<file path="config.mk">
export PLATFORM = sky130hd
export DESIGN_NAME = drp_responder
export DESIGN_NICKNAME = d
export VERILOG_FILES = /design/src/rtl/drp_pkg.sv /design/src/rtl/drp_reg_bank.sv /design/src/rtl/drp_responder.sv
export SDC_FILE = /design/constraint.sdc
export NUM_CORES = 2
export LEC_CHECK = 0
export BUFFER_PORTS_ARGS = -buffer_cell sky130_fd_sc_hd__buf_4
export CORE_UTILIZATION = 40
export CTS_CLUSTER_DIAMETER = 50
export DETAILED_ROUTE_END_ITERATION = 10
export MAX_ROUTING_LAYER = met4
export PLACE_DENSITY = 0.53
export SYNTH_ARGS = -nofsm -noshare
export SYNTH_HDL_FRONTEND = slang
export SYNTH_SLANG_ARGS = --single-unit
</file>
<file path="constraint.sdc">
create_clock -name clk -period 3.3 [get_ports clk]
set_input_delay 0.495 -clock clk [delete_from_list [all_inputs] [get_ports clk]]
set_output_delay 0.495 -clock clk [all_outputs]
set_load 0.02 [all_outputs]
</file>
<file path="src/rtl/drp_pkg.sv">
// drp_pkg: shared DRP widths, FSM state type and the register reset table.
package drp_pkg;

    localparam int DRP_ADDR_W = 7;
    localparam int DRP_DATA_W = 16;

    typedef enum logic [1:0] {IDLE, WAIT, RESP} drp_state_e;

    // Register 0x28 powers up all-ones, mirroring the PLL power register.
    function automatic logic [DRP_DATA_W-1:0] drp_reset_value(input logic [DRP_ADDR_W-1:0] addr);
        return (addr == 7'h28) ? 16'hFFFF : 16'h0000;
    endfunction

endpackage

</file>
<file path="src/rtl/drp_reg_bank.sv">
// drp_reg_bank: DRP register storage with one write port, a combinational
// capture read port and a registered fabric peek port.
module drp_reg_bank
    import drp_pkg::*;
#(
    parameter int DEPTH = 80
) (
    input  logic                  clk,
    input  logic                  rst_n,
    input  logic                  we_i,
    input  logic [DRP_ADDR_W-1:0] waddr_i,
    input  logic [DRP_DATA_W-1:0] wdata_i,
    input  logic [DRP_ADDR_W-1:0] raddr_i,
    output logic [DRP_DATA_W-1:0] rdata_o,
    input  logic [DRP_ADDR_W-1:0] peek_addr_i,
    output logic [DRP_DATA_W-1:0] peek_data_o
);

    localparam logic [DRP_ADDR_W:0] LIMIT = (DRP_ADDR_W+1)'(DEPTH);

    logic [DRP_DATA_W-1:0] mem_q [DEPTH];
    logic [DRP_DATA_W-1:0] peek_q;

    // Peek samples before the write lands, so a colliding peek sees the old value.
    always_ff @(posedge clk or negedge rst_n) begin
        if (!rst_n) begin
            for (int i = 0; i < DEPTH; i++) mem_q[i] <= drp_reset_value(DRP_ADDR_W'(i));
            peek_q <= '0;
        end else begin
            if (we_i) mem_q[waddr_i] <= wdata_i;
            peek_q <= ({1'b0, peek_addr_i} < LIMIT) ? mem_q[peek_addr_i] : '0;
        end
    end

    assign rdata_o     = ({1'b0, raddr_i} < LIMIT) ? mem_q[raddr_i] : '0;
    assign peek_data_o = peek_q;

endmodule

</file>
<file path="src/rtl/drp_responder.sv">
// drp_responder: 7-series style DRP target with fixed-latency DRDY over a register bank.
// Define DRP_RESPONDER_PROTOCOL_CHECK_EN to enable the sticky err protocol checker.
module drp_responder
    import drp_pkg::*;
#(
    parameter int                    DEPTH       = 80,
    parameter int                    LATENCY     = 3,
    parameter logic [DRP_ADDR_W-1:0] STATUS_ADDR = 7'h7F
) (
    input  logic                  clk,
    input  logic                  rst_n,
    input  logic                  den,
    input  logic                  dwe,
    input  logic [DRP_ADDR_W-1:0] daddr,
    input  logic [DRP_DATA_W-1:0] di,
    output logic [DRP_DATA_W-1:0] do_o,
    output logic                  drdy,
    input  logic [DRP_DATA_W-1:0] status_in,
    output logic                  wr_strobe,
    output logic [DRP_ADDR_W-1:0] wr_addr,
    output logic [DRP_DATA_W-1:0] wr_data,
    input  logic [DRP_ADDR_W-1:0] peek_addr,
    output logic [DRP_DATA_W-1:0] peek_data,
    output logic                  err
);

    localparam logic [DRP_ADDR_W:0] LIMIT    = (DRP_ADDR_W+1)'(DEPTH);
    localparam logic [3:0]          CNT_LOAD = 4'(LATENCY - 1);

    drp_state_e            state_q;
    logic [3:0]            cnt_q;
    logic [DRP_ADDR_W-1:0] addr_q, wr_addr_q, sel_addr;
    logic [DRP_DATA_W-1:0] wdata_q, rdata_q, do_q, wr_data_q;
    logic [DRP_DATA_W-1:0] bank_rdata, rd_val, sel_wdata, sel_rdata;
    logic                  we_q, drdy_q, wr_strobe_q;
    logic                  sel_we, go_resp, commit;

    drp_reg_bank #(.DEPTH(DEPTH)) u_bank (
        .clk         (clk),
        .rst_n       (rst_n),
        .we_i        (wr_strobe_q),
        .waddr_i     (wr_addr_q),
        .wdata_i     (wr_data_q),
        .raddr_i     (daddr),
        .rdata_o     (bank_rdata),
        .peek_addr_i (peek_addr),
        .peek_data_o (peek_data)
    );

    assign rd_val = ({1'b0, daddr} < LIMIT) ? bank_rdata :
                    (daddr == STATUS_ADDR)  ? status_in  : '0;

    // With LATENCY=1 the response is built straight from the accepting cycle's inputs.
    assign sel_addr  = (state_q == IDLE) ? daddr  : addr_q;
    assign sel_we    = (state_q == IDLE) ? dwe    : we_q;
    assign sel_wdata = (state_q == IDLE) ? di     : wdata_q;
    assign sel_rdata = (state_q == IDLE) ? rd_val : rdata_q;
    assign go_resp   = ((state_q == IDLE) && den && (LATENCY == 1)) ||
                       ((state_q == WAIT) && (cnt_q <= 4'd1));
    assign commit    = go_resp && sel_we && ({1'b0, sel_addr} < LIMIT);

    always_ff @(posedge clk or negedge rst_n) begin
        if (!rst_n) begin
            state_q     <= IDLE;
            cnt_q       <= '0;
            addr_q      <= '0;
            we_q        <= 1'b0;
            wdata_q     <= '0;
            rdata_q     <= '0;
            drdy_q      <= 1'b0;
            do_q        <= '0;
            wr_strobe_q <= 1'b0;
            wr_addr_q   <= '0;
            wr_data_q   <= '0;
        end else begin
            drdy_q      <= go_resp;
            do_q        <= (go_resp && !sel_we) ? sel_rdata : '0;
            wr_strobe_q <= commit;
            if (commit) begin
                wr_addr_q <= sel_addr;
                wr_data_q <= sel_wdata;
            end
            case (state_q)
                IDLE: if (den) begin
                    addr_q  <= daddr;
                    we_q    <= dwe;
                    wdata_q <= di;
                    rdata_q <= rd_val;
                    cnt_q   <= CNT_LOAD;
                    state_q <= go_resp ? RESP : WAIT;
                end
                WAIT: begin
                    cnt_q <= cnt_q - 4'd1;
                    if (go_resp) state_q <= RESP;
                end
                default: state_q <= IDLE;
            endcase
        end
    end

`ifdef DRP_RESPONDER_PROTOCOL_CHECK_EN
    logic err_q;

    always_ff @(posedge clk or negedge rst_n) begin
        if (!rst_n) err_q <= 1'b0;
        else if ((den && state_q != IDLE) || (dwe && !den)) err_q <= 1'b1;
    end

    assign err = err_q;
`else
    assign err = 1'b0;
`endif

    assign drdy      = drdy_q;
    assign do_o      = do_q;
    assign wr_strobe = wr_strobe_q;
    assign wr_addr   = wr_addr_q;
    assign wr_data   = wr_data_q;

endmodule

</file>
## Word-level counts from Yosys, hierarchy flattened

Index checks and enable logic that the tools add are counted.

| cells by class | value |
|---|---|
| $add $sub $neg | 1 |
| magnitude comparators | 8 |
| muxes and demuxes | 23 |
| bitwise operators | 3 |
| eq/ne operators | 4 |
| reductions and logical operators | 11 |

Operator list:

| cell | count |
|---|---|
| $bwmux 1280 | 1 |
| $bmux 16 s7 | 2 |
| $mux 16 | 11 |
| $demux 16 s7 | 1 |
| $ge 8x8->1 const B | 3 |
| $not 7->8 | 3 |
| $lt 7x7->1 const B | 3 |
| $lt 8x1->1 const B | 1 |
| $pmux 4 s2 | 1 |
| $eq 7x7->1 const B | 1 |
| $mux 7 | 1 |
| $mux 2 | 3 |
| $reduce_and 2->1 | 3 |
| $logic_and 1x1->1 | 5 |
| $le 4x1->1 const B | 1 |
| $mux 4 | 1 |
| $ne 2x2->1 const B | 2 |
| $pmux 2 s2 | 1 |
| $sub 4x1->4 const B | 1 |
| $eq 2x1->1 const B | 1 |
| $logic_not 2->1 | 1 |
| $reduce_bool 2->1 | 1 |
| $logic_not 1->1 | 1 |
| $mux 1 | 1 |

| word-level totals | value |
|---|---|
| flip-flop bits (word level) | 1383 |
| output and inout bits | 58 |
| word-level logic and storage cells | 142 |

## Longest topological paths before layout

| logic depth | value |
|---|---|
| word-level depth | 7 |
| gate-level depth with buffers | 11 |
| gate-level depth less buffers | 7 |

## By module

From an unflattened synthesis, not the netlist that was laid out.

| second synthesis, totals | value |
|---|---|
| cells, all modules | 4988 |
| area total of the unflattened synthesis | 73763.2 um^2 |

Modules (own cells, without submodules):

| module | area an instance (um^2) | cells each | times used |
|---|---|---|---|
| drp_reg_bank | 70076.0 | 4660 | 1 |
| drp_responder | 3687.3 | 328 | 1 |

## Least setup slack after synthesis

Ideal clock, no wire load.

| timing | value |
|---|---|
| path type | input -> register |
| start point | input port peek_addr[0] |
| end point | register u_bank.peek_q[10] (netlist: u_bank.peek_data_o[10]) |
| buffers on the path | 5 |
| slack | 0.712 ns |
| required time | 3.174 ns |
| library setup time | 0.126 ns |
| cell stages on the path | 9 |
| arrival time | 2.462 ns |
| cell sequence | buf_6 > buf_8 > buf_6 > buf_4 > buf_2 > mux4_2 > mux2i_1 > a21oi_1 > a221o_1 |

| between the ends | value |
|---|---|
| cells in the longest elaborated chain, start to end | 5 |

Ends and longest elaborated chain:

| element | RTL line | RTL |
|---|---|---|
| from (decl) | drp_responder.sv:22 | `input logic [DRP_ADDR_W-1:0] peek_addr,` |
| $not 7->8 (implied by the code) | drp_reg_bank.sv:31 | `peek_q <= ({1'b0, peek_addr_i} < LIMIT) ? mem_q[peek_addr_i] : '0;` |
| $bmux 16 s7 | drp_reg_bank.sv:31 |  |
| $mux 16 (implied by the code) (2 in a row) | drp_reg_bank.sv:31 |  |
| $mux 16 (*) | drp_reg_bank.sv:31 |  |
| to (signal assigned) | drp_reg_bank.sv:31 |  |
| to (decl) | drp_reg_bank.sv:22 | `logic [DRP_DATA_W-1:0] peek_q;` |

Mark *: on every way between the ends. The rest lies on a longest branch, timed or not. The select of a mux whose other input is x is not followed.
A chain may end at the register's enable or synchronous reset.

## Final worst setup path

| timing | value |
|---|---|
| start point | register wr_addr_q[2] (netlist: wr_addr[2]) |
| end point | register u_bank.mem_q[956] in the netlist's numbering |

| between the ends | value |
|---|---|
| cells in the longest elaborated chain, start to end | 6 |

Ends and longest elaborated chain:

| element | RTL line | RTL |
|---|---|---|
| from (decl) | drp_responder.sv:32 | `logic [DRP_ADDR_W-1:0] addr_q, wr_addr_q, sel_addr;` |
| from (signal assigned) | drp_responder.sv:80 | `wr_addr_q <= sel_addr;` |
| $not 7->8 (implied by the code) (*) | drp_reg_bank.sv:30 | `if (we_i) mem_q[waddr_i] <= wdata_i;` |
| $ge 8x8->1 (implied by the code) / $lt 8x1->1 (equally long branches) | drp_reg_bank.sv:30 |  |
| $logic_and 1x1->1 (implied by the code) | drp_reg_bank.sv:30 |  |
| $mux 16 (implied by the code) | drp_reg_bank.sv:30 |  |
| $demux 16 s7 (*) | drp_reg_bank.sv:30 |  |
| $bwmux 1280 (*) | drp_reg_bank.sv:30 |  |
| to (signal, indexed assignment) | drp_reg_bank.sv:30 |  |
| to (decl) | drp_reg_bank.sv:21 | `logic [DRP_DATA_W-1:0] mem_q [DEPTH];` |

Mark *: on every way between the ends. The rest lies on a longest branch, timed or not.

==> impl_results.md <==
- R2R depth: 5
- Grt total ovfl: 0
- Worst endpoint data arrival time: 3.67 ns
- Least-Margin Pin Slew: 1.37 ns
- Highest clock rate: 340 MHz
- Number of global-route vias before repair: 48518
- Antenna violations before repair: 13
- Leakage: 39.9 nW
- Routed Antenna Nets: 0
- Top-Level Pins: 108
- Share of post-route cells with drive strength above 1: 53.1%
- Die X: 428 um
- Internal cell power: 32.8 mW
- Via/cell ratio: 6.29
- CTS tree: done
- Logic pwr share: 15.8%
- DR pass1 iterations: 9
- Bufs on Longest Clock Path: 3
- Synth Flop Type: dfrtp_1
- PD cells: 562 nW/um^2
- Multi-input gate area: 35900 um^2
- Total Routing Usage GR: 29.7%
- Setup bufs post-CTS: 0
- Yosys cell types: 68
- Crit Path Class: register to register
- CP endpoint kind: register
- Final period util: 89.1%
- Violated checks: DRC
- Register area: 34700 um^2
- Gr busiest metal: met2
- Pins over their slew limit: 0
- Clock power share: 43.3%
- Pre-CTS setup slack: -0.101 ns
- Total Wirelength: 263000 um
- Synth Register Bits: 1383
- Synth Instances: 4804
- Worst min-delay path startpoint: status_in[2]
- Initial Util: 40.2%
- Hold Path Class: primary input to register
- Crit path max fanout: 14
- First-pass GRT wire length: 378000 um
- CP startpoint: wr_addr[2]
- Critical R2R Launch: wr_addr[2]
- M3 GR Usage: 6.14%
- CP required: 4.03 ns
- Crit path launch type: register
- # setup viols final: 0
- Setup ws final: 0.361 ns
- CTS H-tree depth: 4
- Unrepaired setup endpoints after global routing: false
- Tot Pwr: 47.7 mW
- Clk sinks: 1383
- Final Wtd Congestion: 0.957
- Post-synthesis cell area: 72600 um^2
- Initial DRC count: 5156
- Crit path largest cell delay: 0.81 ns
- Final #Nets: 5110
- Via count: 47777
- DP HPWL: 178000 um
- Sequential power share: 40.9%
- Hold path cells: 3
- Status: complete, but fails checks
- Drc violations: 2
- Proportion of synthesized chip area in sequential cells: 47.7%
- Clk_lat worst skew: 0.86 ns
- Cell row count: 156
- Fin crit period: 2.94 ns
- Pin count of the biggest net entering global routing: 144
- Die area: 183000 um^2
- EDFF count, synth: 0
- Post-synth net total: 4856
- Fill cells: 15596
- Sw Ratio: 31.2%
- Switch Pwr: 14.9 mW
- GR Util met1: 40.4%
- Num CTS Buffers: 180
- Most frequent cells in the layout: dfrtp_1 (1351), mux2_2 (1245), mux4_2 (622)
- Final Hold Fails: 0
- CP Cell Sequence: nand2_1 > nor3_2 > nand2_1 > buf_4 > mux2_1
- Routed len/inst: 34.7 um
- Area grow syn2layout: 16.9%
- Commonest non-fill, non-tap cell in the layout: dfrtp_1
- Met2 usage: 43.1%
- Number of max-cap violations: 0
- Clock transition at the registers of the reported paths: 0.06 ns
- Die height: 428 um
- CP most frequent cell: nand2_1
- Port bufs: 106
- CP max stage cell: nor3_2
- Asr flop ratio synth: 100%
- Root buf cell: clkbuf_16
- Clock Skew: 0.0401 ns
- Slew HR: 8.36%
- Avg Inst Size Synth: 15.1 um^2
- Core region area: 181000 um^2
- Yosys warning count: 0
- Worst vdd ir: 0.523 mV
area by class of cell:
cell class / instances / area share, %
diodes: 14 / 0.0412
clock buffers: 250 / 5.94
clock inverters: 86 / 1.45
inverters: 3 / 0.0133
multi-input cells: 2932 / 42.3
flip-flops and latches: 1383 / 40.8
well taps: 2370 / 3.49
repair buffers: 558 / 5.98
layer usage:
| layer | vias up | routed length (um) |
|---|---|---|
| met3 | 474 | 18700 |
| li1 | 19154 | - |
| met4 | 0 | 12200 |
| met5 | - | 0 |
| met2 | 1826 | 119000 |
| met1 | 26323 | 114000 |
metrics by stage:
stage	utilization, %	area [um^2]	hold slack [ns]	instances	TNS, ns
global placement	43.4	78400	0.415	7223	-3.41
detailed placement	43.4	78400	0.414	7224	-0.190
CTS	47.0	84900	0.00872	7582	0
global route	47.0	84900	0.0310	7591	0
floorplan	-	72600	0.199	4804	0
finish	47.1	85000	0.0531	7596	0
cell families after synthesis:
group           synth area share, %
buf+inv                        3.07
simple gates                   2.64
mux                            43.1
other cells                 0.00516
compound gates                 3.44
fa+ha+maj                    0.0344
flops                          47.7
worst max-delay path: cells and delay by family (launching register included):
| family | cells | cell delay (ns) |
|---|---|---|
| muxes | 1 | 0.34 |
| buffers and inverters | 1 | 0.35 |
| DFF | 1 | 0.56 |
| and+or+nand+nor | 3 | 1.52 |
synth_stat cells, drive strengths merged (5+ instances only):
cell type	instances	area [um^2]
a211o	16	140
a211oi	24	180
a21oi	76	380
a221o	19	190
a221oi	14	123
a22o	10	87.6
a22oi	36	270
a31oi	15	93.8
and2	7	43.8
buf	218	1220
clkbuf	268	1010
dfrtp	1367	34200
dfstp	16	420
mux2	1303	14700
mux2i	265	2650
mux4	622	14000
nand2	157	589
nand2b	12	75.1
nand3	13	65.1
nand3b	6	45.0
nor2	64	240
nor2b	37	231
nor3	29	205
nor3b	5	37.5
nor4	15	155
o21a	19	143
o21ai	38	190
o221ai	16	140
o22ai	59	369
flip-flops by register name, summed over array words and instances, names as in the netlist:
name,flops
u_bank.peek_data_o,16
state_q,2
we_q,1
wr_strobe,1
u_bank.mem_q,1280
cnt_q,4
rdata_q,16
drdy,1
wdata_q,16
do_o,16
addr_q,7
wr_data,16
wr_addr,7
repair_timing:
| action | 4_1_cts | 5_1_grt |
|---|---|---|
| resized for setup | 0 | 0 |
| setup endpoints to repair | 0 | 0 |
| hold endpoints to repair | 256 | 0 |
| hold buffers | 22 | 0 |
power groups by stage:
stage	Clock (mW)	Sequential, mW	Combinational (mW)
global placement	0	19.7	7.44
finish	20.7	19.5	7.55
global route	21.7	19.6	7.97
floorplan	0	18.7	4.38
detailed placement	0	19.7	7.48
CTS	21.0	19.5	7.52
path summary, 6_finish.rpt:
path / to / slack (ns)
min in group asynchronous: u_bank.mem_q[318] / 0.20
setup / recovery: u_bank.mem_q[956] / 0.36
setup reg to reg: u_bank.mem_q[956] / 0.36
hold / removal: rdata_q[2] / 0.05
hold reg to reg: wdata_q[6] / 0.47
max in group asynchronous: u_bank.mem_q[214] / 1.79
Note: power is estimated with default switching activity, not from simulation.
